**src/rtl/regfile_hazard_unit_if.sv**
```systemverilog
// Decode-stage register file / hazard unit bus.
// The pipeline control side drives through the master modport and
// regfile_hazard_unit consumes it through the slave modport.
interface regfile_hazard_unit_if #(
    parameter int XLEN = 32,
    parameter int NREG = 32,
    parameter int NRD  = 2,
    parameter int AW   = $clog2(NREG)
);
    logic [NRD*AW-1:0]   id_rs_addr;
    logic [NRD-1:0]      id_rs_valid;
    logic [NRD*XLEN-1:0] id_rs_data;
    logic [NRD*AW-1:0]   ex_rs_addr;
    logic [AW-1:0]       exm_rd_addr;
    logic                wb_en;
    logic [AW-1:0]       wb_addr;
    logic [XLEN-1:0]     wb_data;
    logic                wb_long;
    logic                issue_valid;
    logic                issue_long;
    logic [AW-1:0]       issue_rd;
    logic                flush;
    logic [NRD*2-1:0]    fwd_sel;
    logic                stall;
    logic                sb_err;

    modport master (
        output id_rs_addr, id_rs_valid, ex_rs_addr, exm_rd_addr,
               wb_en, wb_addr, wb_data, wb_long,
               issue_valid, issue_long, issue_rd, flush,
        input  id_rs_data, fwd_sel, stall, sb_err
    );

    modport slave (
        input  id_rs_addr, id_rs_valid, ex_rs_addr, exm_rd_addr,
               wb_en, wb_addr, wb_data, wb_long,
               issue_valid, issue_long, issue_rd, flush,
        output id_rs_data, fwd_sel, stall, sb_err
    );
endinterface

```
**src/rtl/regfile_hazard_unit.sv**
```systemverilog
// Decode-stage register file with same-cycle writeback bypass, per-port
// forwarding-select generation for the execute muxes, and a scoreboard of
// in-flight long-latency destinations that drives the load-use stall.
module regfile_hazard_unit #(
    parameter int XLEN     = 32,
    parameter int NREG     = 32,
    parameter int NRD      = 2,
    parameter int MAX_PEND = 3,
    parameter int AW       = $clog2(NREG),
    parameter int PW       = $clog2(MAX_PEND + 1)
) (
    input logic                 clk,
    input logic                 rst,
    regfile_hazard_unit_if.slave bus
);

    localparam logic [PW-1:0] PEND_ZERO = {PW{1'b0}};
    localparam logic [PW-1:0] PEND_ONE  = PW'(1);
    localparam logic [PW-1:0] PEND_MAX  = PW'(MAX_PEND);
    localparam logic [AW-1:0] ADDR_ZERO = {AW{1'b0}};

    // Architectural state. Entry 0 is never written, so it stays zero.
    logic [XLEN-1:0] regs_r     [NREG];
    logic [PW-1:0]   pend_r     [NREG];
    logic [PW-1:0]   pend_nxt_s [NREG];
    logic            sb_err_r;
    logic            err_set_s;

    logic            inc_s;
    logic            dec_s;
    logic            full_issue_s;
    logic            stall_s;
    logic [NRD-1:0]  blocked_vec_s;

    // Scoreboard increment/decrement qualifiers; register 0 never tracks.
    always_comb begin
        inc_s = bus.issue_valid & bus.issue_long & ~stall_s & (bus.issue_rd != ADDR_ZERO);
        dec_s = bus.wb_en & bus.wb_long & (bus.wb_addr != ADDR_ZERO);
    end

    // Stall when any read port is blocked or a new long op would overflow its counter.
    always_comb begin
        if (bus.issue_long && bus.issue_valid && (pend_r[bus.issue_rd] == PEND_MAX)) begin
            full_issue_s = 1'b1;
        end else begin
            full_issue_s = 1'b0;
        end
        stall_s = (|blocked_vec_s) | full_issue_s;
    end

    assign bus.stall  = stall_s;
    assign bus.sb_err = sb_err_r;

    for (genvar gi = 0; gi < NRD; gi++) begin : g_port
        logic [AW-1:0]   id_addr_s;
        logic [AW-1:0]   ex_addr_s;
        logic [PW-1:0]   id_pend_s;
        logic [XLEN-1:0] data_s;
        logic [1:0]      sel_s;
        logic            blocked_s;

        assign id_addr_s = bus.id_rs_addr[gi*AW +: AW];
        assign ex_addr_s = bus.ex_rs_addr[gi*AW +: AW];
        assign id_pend_s = pend_r[id_addr_s];

        // Operand read: x0 is zero, a same-cycle writeback wins over the array.
        always_comb begin
            if (id_addr_s == ADDR_ZERO) begin
                data_s = {XLEN{1'b0}};
            end else if (bus.wb_en && (bus.wb_addr == id_addr_s)) begin
                data_s = bus.wb_data;
            end else begin
                data_s = regs_r[id_addr_s];
            end
        end

        // Forwarding select for the execute mux; the younger EX/MEM result has priority.
        always_comb begin
            if (ex_addr_s == ADDR_ZERO) begin
                sel_s = 2'd0;
            end else if (ex_addr_s == bus.exm_rd_addr) begin
                sel_s = 2'd1;
            end else if (bus.wb_en && (ex_addr_s == bus.wb_addr)) begin
                sel_s = 2'd2;
            end else begin
                sel_s = 2'd0;
            end
        end

        // Load-use block, except when the last owed write lands this cycle and is bypassed.
        always_comb begin
            if (bus.id_rs_valid[gi] && (id_addr_s != ADDR_ZERO) && (id_pend_s != PEND_ZERO)) begin
                if ((id_pend_s == PEND_ONE) && dec_s && (bus.wb_addr == id_addr_s)) begin
                    blocked_s = 1'b0;
                end else begin
                    blocked_s = 1'b1;
                end
            end else begin
                blocked_s = 1'b0;
            end
        end

        assign bus.id_rs_data[gi*XLEN +: XLEN] = data_s;
        assign bus.fwd_sel[gi*2 +: 2]          = sel_s;
        assign blocked_vec_s[gi]               = blocked_s;
    end

    // Next scoreboard counts; inc+dec on one register cancel, flush clears everything.
    always_comb begin
        err_set_s = 1'b0;
        for (int r = 0; r < NREG; r++) begin
            pend_nxt_s[r] = pend_r[r];
        end
        for (int r = 0; r < NREG; r++) begin
            if (inc_s && (bus.issue_rd == AW'(r)) && !(dec_s && (bus.wb_addr == AW'(r)))) begin
                if (pend_r[r] == PEND_MAX) begin
                    err_set_s = 1'b1;
                end else begin
                    pend_nxt_s[r] = pend_r[r] + PEND_ONE;
                end
            end else if (dec_s && (bus.wb_addr == AW'(r)) && !(inc_s && (bus.issue_rd == AW'(r)))) begin
                if (pend_r[r] == PEND_ZERO) begin
                    err_set_s = 1'b1;
                end else begin
                    pend_nxt_s[r] = pend_r[r] - PEND_ONE;
                end
            end else begin
                pend_nxt_s[r] = pend_r[r];
            end
        end
        if (bus.flush) begin
            for (int r = 0; r < NREG; r++) begin
                pend_nxt_s[r] = PEND_ZERO;
            end
        end else begin
            err_set_s = err_set_s;
        end
    end

    // Register array write; writes to x0 are dropped.
    always_ff @(posedge clk or negedge rst) begin
        if (!rst) begin
            for (int r = 0; r < NREG; r++) begin
                regs_r[r] <= {XLEN{1'b0}};
            end
        end else if (bus.wb_en && (bus.wb_addr != ADDR_ZERO)) begin
            regs_r[bus.wb_addr] <= bus.wb_data;
        end
    end

    // Scoreboard counters and the sticky error flag.
    always_ff @(posedge clk or negedge rst) begin
        if (!rst) begin
            for (int r = 0; r < NREG; r++) begin
                pend_r[r] <= PEND_ZERO;
            end
            sb_err_r <= 1'b0;
        end else begin
            for (int r = 0; r < NREG; r++) begin
                pend_r[r] <= pend_nxt_s[r];
            end
            sb_err_r <= sb_err_r | err_set_s;
        end
    end

endmodule

```
**src/flat_wrapper.sv**
```systemverilog
// flat-port wrapper written by rule: the top's interface ports become plain ports
module regfile_hazard_unit_flat 
#(
    parameter int XLEN     = 32,
    parameter int NREG     = 32,
    parameter int NRD      = 2,
    parameter int MAX_PEND = 3,
    parameter int AW       = $clog2(NREG),
    parameter int PW       = $clog2(MAX_PEND + 1)
)
  (clk, rst, bus_id_rs_addr, bus_id_rs_valid, bus_ex_rs_addr, bus_exm_rd_addr, bus_wb_en, bus_wb_addr, bus_wb_data, bus_wb_long, bus_issue_valid, bus_issue_long, bus_issue_rd, bus_flush, bus_id_rs_data, bus_fwd_sel, bus_stall, bus_sb_err);
  regfile_hazard_unit_if #(.XLEN(XLEN), .NREG(NREG), .NRD(NRD), .AW(AW)) bus_i ();
  input logic clk;
  input logic rst;
  input wire logic [$bits(bus_i.id_rs_addr)-1:0] bus_id_rs_addr;
  input wire logic [$bits(bus_i.id_rs_valid)-1:0] bus_id_rs_valid;
  input wire logic [$bits(bus_i.ex_rs_addr)-1:0] bus_ex_rs_addr;
  input wire logic [$bits(bus_i.exm_rd_addr)-1:0] bus_exm_rd_addr;
  input wire logic [$bits(bus_i.wb_en)-1:0] bus_wb_en;
  input wire logic [$bits(bus_i.wb_addr)-1:0] bus_wb_addr;
  input wire logic [$bits(bus_i.wb_data)-1:0] bus_wb_data;
  input wire logic [$bits(bus_i.wb_long)-1:0] bus_wb_long;
  input wire logic [$bits(bus_i.issue_valid)-1:0] bus_issue_valid;
  input wire logic [$bits(bus_i.issue_long)-1:0] bus_issue_long;
  input wire logic [$bits(bus_i.issue_rd)-1:0] bus_issue_rd;
  input wire logic [$bits(bus_i.flush)-1:0] bus_flush;
  output wire logic [$bits(bus_i.id_rs_data)-1:0] bus_id_rs_data;
  output wire logic [$bits(bus_i.fwd_sel)-1:0] bus_fwd_sel;
  output wire logic [$bits(bus_i.stall)-1:0] bus_stall;
  output wire logic [$bits(bus_i.sb_err)-1:0] bus_sb_err;
  assign bus_i.id_rs_addr = bus_id_rs_addr;
  assign bus_i.id_rs_valid = bus_id_rs_valid;
  assign bus_i.ex_rs_addr = bus_ex_rs_addr;
  assign bus_i.exm_rd_addr = bus_exm_rd_addr;
  assign bus_i.wb_en = bus_wb_en;
  assign bus_i.wb_addr = bus_wb_addr;
  assign bus_i.wb_data = bus_wb_data;
  assign bus_i.wb_long = bus_wb_long;
  assign bus_i.issue_valid = bus_issue_valid;
  assign bus_i.issue_long = bus_issue_long;
  assign bus_i.issue_rd = bus_issue_rd;
  assign bus_i.flush = bus_flush;
  assign bus_id_rs_data = bus_i.id_rs_data;
  assign bus_fwd_sel = bus_i.fwd_sel;
  assign bus_stall = bus_i.stall;
  assign bus_sb_err = bus_i.sb_err;
  regfile_hazard_unit #(.XLEN(XLEN), .NREG(NREG), .NRD(NRD), .MAX_PEND(MAX_PEND), .AW(AW), .PW(PW)) u_core (.clk(clk), .rst(rst), .bus(bus_i));
endmodule
```
**config.mk**
```make
export PLATFORM = sky130hd
export DESIGN_NAME = regfile_hazard_unit_flat
export DESIGN_NICKNAME = d
export VERILOG_FILES = /design/src/rtl/regfile_hazard_unit_if.sv /design/src/rtl/regfile_hazard_unit.sv /design/src/flat_wrapper.sv
export SDC_FILE = /design/constraint.sdc
export NUM_CORES = 2
export LEC_CHECK = 0
export ABC_CLOCK_PERIOD_IN_PS = 5100
export BUFFER_PORTS_ARGS = -buffer_cell sky130_fd_sc_hd__buf_2
export CAP_MARGIN = 20
export CELL_PAD_IN_SITES_DETAIL_PLACEMENT = 0
export CELL_PAD_IN_SITES_GLOBAL_PLACEMENT = 2
export CORE_MARGIN = 2
export CORE_UTILIZATION = 47
export DETAILED_ROUTE_END_ITERATION = 10
export PLACE_DENSITY = 0.83
export SLEW_MARGIN = 5
export SYNTH_ARGS = -nofsm -noshare
export SYNTH_HDL_FRONTEND = slang
export SYNTH_SLANG_ARGS = --single-unit
```
**constraint.sdc**
```tcl
create_clock -name clk -period 5.1 [get_ports clk]
set_input_delay 1.02 -clock clk [delete_from_list [all_inputs] [get_ports clk]]
set_output_delay 1.02 -clock clk [all_outputs]
set_load 0.01 [all_outputs]
```
# After elaboration in Yosys (flattened, before gate mapping)
# Index checks and enable logic that the tools add are counted.
[totals] regBits=1089 input_bits=76 output_inout_bits=70
[op_classes] n_eq_ne=167 n_lt_le_gt_ge=5 bitwise=12 reduce_logical=317 n_addsub=64 n_mux=290
[ops] op="1024-bit bitwise mux" count=1
[ops] op="32-bit binary-select mux with 5-bit select" count=2
[ops] op="32-bit 2-to-1 mux" count=9
[ops] op="2-bit 2-to-1 mux" count=140
[ops] op="32-bit demux with 5-bit select" count=1
[ops] op="5-bit == test (second input constant)" count=32
[ops] op="1-bit logical AND" count=144
[ops] op="1-bit 2-to-1 mux" count=133
[ops] op="3-bit by 2-bit inequality test with 1-bit output (second input constant)" count=32
[ops] op="3-bit inequality test (second input constant)" count=32
[ops] op="3-bit AND reduction" count=32
[ops] op="3-bit nonzero test" count=32
[ops] op="5-bit by 4-bit == test with 1-bit output (second input constant)" count=16
[ops] op="2-bit == test (second input constant)" count=33
[ops] op="2-bit by 1-bit adder with 2-bit output (second input constant)" count=32
[ops] op="1-bit zero test" count=64
[ops] op="2-bit zero test" count=32
[ops] op="64-bit 2-to-1 mux" count=1
[ops] op="2-bit by 1-bit subtractor with 2-bit output (second input constant)" count=32
[ops] op="5-bit by 3-bit == test with 1-bit output (second input constant)" count=8
[ops] op="2-bit binary-select mux with 5-bit select" count=3
[ops] op="5-bit == test" count=6
[ops] op="5-bit zero test" count=6
[ops] op="6-bit greater-or-equal comparator (second input constant)" count=4
[ops] op="other kinds (11)" count=28

# Depth between registers and ports, before layout
[logic_depth] depth_word=113 ltp_mapped=14 depth_no_buf=10

# Least setup slack after synthesis
# OpenSTA, ideal clock, no wires.
[synth_timing] kind="input to output" from="input bus_id_rs_addr[5]" to="output bus_id_rs_data[47]" path_slack_ns=0.567 arrival_time_ns=3.513 stages=9 path_buffers=5 cell_sequence="buf_6 -> buf_6 -> buf_6 -> clkbuf_1 -> buf_1 -> mux4_2 -> mux4_2 -> mux2i_1 -> a211oi_1"
[synth_via] elab_chain_cells=6
[synth_rtl] item="start, declared" line="flat_wrapper.sv:15" text="input wire logic [$bits(bus_i.id_rs_addr)-1:0] bus_id_rs_addr;"
[synth_rtl] item="5-bit NOT with 6-bit output (not written as such)" line="regfile_hazard_unit.sv:73" text="data_s = regs_r[id_addr_s];"
[synth_rtl] item="32-bit binary-select mux with 5-bit select" line="regfile_hazard_unit.sv:73"
[synth_rtl] item="32-bit 2-to-1 mux (not written as such) (2 in a row)" line="regfile_hazard_unit.sv:73"
[synth_rtl] item="32-bit 2-to-1 mux" line="regfile_hazard_unit.sv:70" text="end else if (bus.wb_en && (bus.wb_addr == id_addr_s)) begin"
[synth_rtl] item="32-bit 2-to-1 mux *" line="regfile_hazard_unit.sv:68" text="if (id_addr_s == ADDR_ZERO) begin"
[synth_rtl] item="end, declared" line="flat_wrapper.sv:27" text="output wire logic [$bits(bus_i.id_rs_data)-1:0] bus_id_rs_data;"
# Mark *: on every way between the ends. The rest lies on a longest branch, timed or not. The select of a mux whose other input is x is not followed.

# Worst setup path in the final report
[layout_timing] from="input bus_id_rs_addr[2]" to="output bus_id_rs_data[26]"
# Same word-level chain as after synthesis.

==> flow_summary.json <==
{
  "synth_most_common_cell": "dfrtp_1",
  "ios": 146,
  "finalHoldViolations": 0,
  "synth_largest_area_cell": "dfrtp_1",
  "fin_area_um2": 67900,
  "syn_avg_cell_area_um2": 14.7,
  "multi_input_area_um2": 32000,
  "fin_skew_ps": 14.4,
  "post-route-util_pct": 53.0,
  "dr.pass1.iters": 5,
  "fillers": 10467,
  "yosysWarnings": 0,
  "cts_hold_buf": 0,
  "clockRootBuffer": "clkbuf_16",
  "ant_nets": 0,
  "worst_slack_ps": 303,
  "fin_tns_setup_ps": 0,
  "grt_pass1_vias": 40080,
  "io_buffers": 145,
  "clk_latency_ps": 750,
  "wl_um": 184000,
  "cts_setup_buffers": 0,
  "die_y_um": 364,
  "die_area_um2": 132000,
  "synth_edf_count": 0,
  "async_flop_share_pct": 100,
  "ys_ff_latch": 1089,
  "grt_max_degree": 123,
  "dp_hpwl_um": 104000,
  "synth_cell_types": 64,
  "synthCells": 4143,
  "clock_sinks": 1089,
  "grt_remaining_overflow": 0,
  "start_util_pct": 47.5,
  "crit_path_max_fanout": 32,
  "powerDensity_nw_per_um2": 378,
  "vias": 39168,
  "grt_pass1_wl_um": 276000,
  "hold_class": "in -> async",
  "maxSlewViolCount": 0,
  "place_ws_ps": 259,
  "h-tree-depth": 3,
  "placedInstanceArea_um2": 63800,
  "layout_min_cycle_time_ps": 4800,
  "cp-start-kind": "input pin",
  "critical_path_class": "in -> out",
  "maxCapViolCount": 0,
  "hold_ws_ps": 285,
  "diodes": 0,
  "drcViolationCount": 0,
  "max_freq_mhz": 208,
  "worst_slew_pin_slew_ps": 1090,
  "num_rows": 131,
  "via_per_inst": 6.61,
  "synth_area_um2": 60800,
  "syn_nets": 4219,
  "period_share_pct": 94.1,
  "synth_area_leaders": "dfrtp_1 (45%), mux4_2 (24%), mux2_2 (19%), mux2i_1 (2.0%), clkbuf_1 (1.8%)",
  "areaGrowthSynthToFinish_pct": 11.6,
  "rsz0062_at_grt": "no",
  "gp_congestion": 0.876,
  "grt_usage_pct": 28.3,
  "worstPathArrival_ps": 3780,
  "outcome": "complete, no violations",
  "synth_commonest_cells": "dfrtp_1 (1,089), mux2_2 (1,006), mux4_2 (638)",
  "regArea_um2": 27300,
  "cts.clk_slew.worst_paths_ps": 60,
  "clk_path_buf_depth": 3,
  "power_leakage_nw": 28.8,
  "drt_iter0_markers": 3550,
  "cts_tree": "built",
  "ys.flop_type": "dfrtp_1",
  "max_slew_margin_pct": 27.0,
  "endpoint_kind": "primary output",
  "die_w_um": 364,
  "ys_seq_area_share_pct": 44.8,
  "vdd_drop_max_mv": 0.283,
  "critPathRequiredTime_ps": 4080,
  "setup_violations": 0,
  "synth_top_area_share_pct": 44.8,
  "core_um2": 128000,
  "drive_above_1_share_pct": 51.8,
  "fin_nets": 4181,
  "post_cts_resize_count": 0,
  "antenna_found_initial": 5,
  "cts_buffers": 118,
  "avgRoutedWirePerCell_um": 31.0
}
-- flip-flops by register name, indices dropped and copies added (netlist names) --
register           cells
u_core.regs_r       1024
u_core.pend_r         64
u_core.bus.sb_err      1
-- placed cells by master (no fill, tap or decap), types with 35 or more instances in the layout --
cell / count
mux2i_1: 123
o21ai_0: 50
buf_4: 117
clkbuf_16: 121
a211oi_1: 133
dfrtp_1: 1089
mux2_2: 1006
mux4_2: 638
a21oi_1: 76
clkbuf_8: 38
nor2_1: 146
nand2_1: 60
nand3_1: 35
buf_2: 134
-- report_power, final --
part | switching (W) | internal, W
logic | 0.00200 | 0.00324
clock network | 0.00368 | 0.00543
registers | 0.00111 | 0.0102
total | 0.00679 | 0.0189
-- metal layers --
| layer | part of all wire [%] | up-vias | GRT usage (%) |
|---|---|---|---|
| li1 | - | 16068 | - |
| met5 | 0.015 | - | 0 |
| met1 | 42 | 21348 | 39.4 |
| met3 | 6.4 | 336 | 4.60 |
| met2 | 48 | 1412 | 45.9 |
| met4 | 3.1 | 4 | 9.19 |
-- critical path, stage by stage --
cell	delay [ps]
buf_6	340
buf_4	600
mux4_2	330
mux2i_1	70
a211oi_1	310
a21oi_1	100
a211oi_1	630
buf_2	290
-- stage by stage --
step	power, W	std cells
after global routing	0.0267	5929
after floorplan	0.0150	4143
after global placement	0.0165	5712
final	0.0257	5929
after detailed placement	0.0167	5714
after CTS	0.0258	5929
-- final timing paths --
path | start | endpoint | slack (ps) | depth (start not counted)
worst max-delay path | bus_id_rs_addr[2] | bus_id_rs_data[26] | 300 | 8
worst min-delay path | rst | u_core.pend_r[48] | 280 | 1
worst max register to register | u_core.pend_r[48] | u_core.bus.sb_err | 1240 | 12
worst min register to register | u_core.regs_r[1011] | u_core.regs_r[1011] | 390 | 0
max in group asynchronous | rst | u_core.regs_r[813] | 3460 | 3
min in group clk | u_core.regs_r[1011] | u_core.regs_r[1011] | 390 | 0
-- layout make-up --
type / instances / area share (%)
timing repair buffer: 295 / 3.44
multi-input combinational: 2590 / 47.1
tap: 1729 / 3.19
sequential: 1089 / 40.1
inverter: 11 / 0.0608
clock buffer: 182 / 5.36
clock inverter: 33 / 0.706
-- cells by family after synthesis --
group / synth area share (%)
mux: 44.3
flops: 44.8
buf+inv: 3.02
simple gates: 3.63
compound gates: 3.81
xor+xnor: 0.432
No activity file was read; power rests on OpenSTA's default activity.
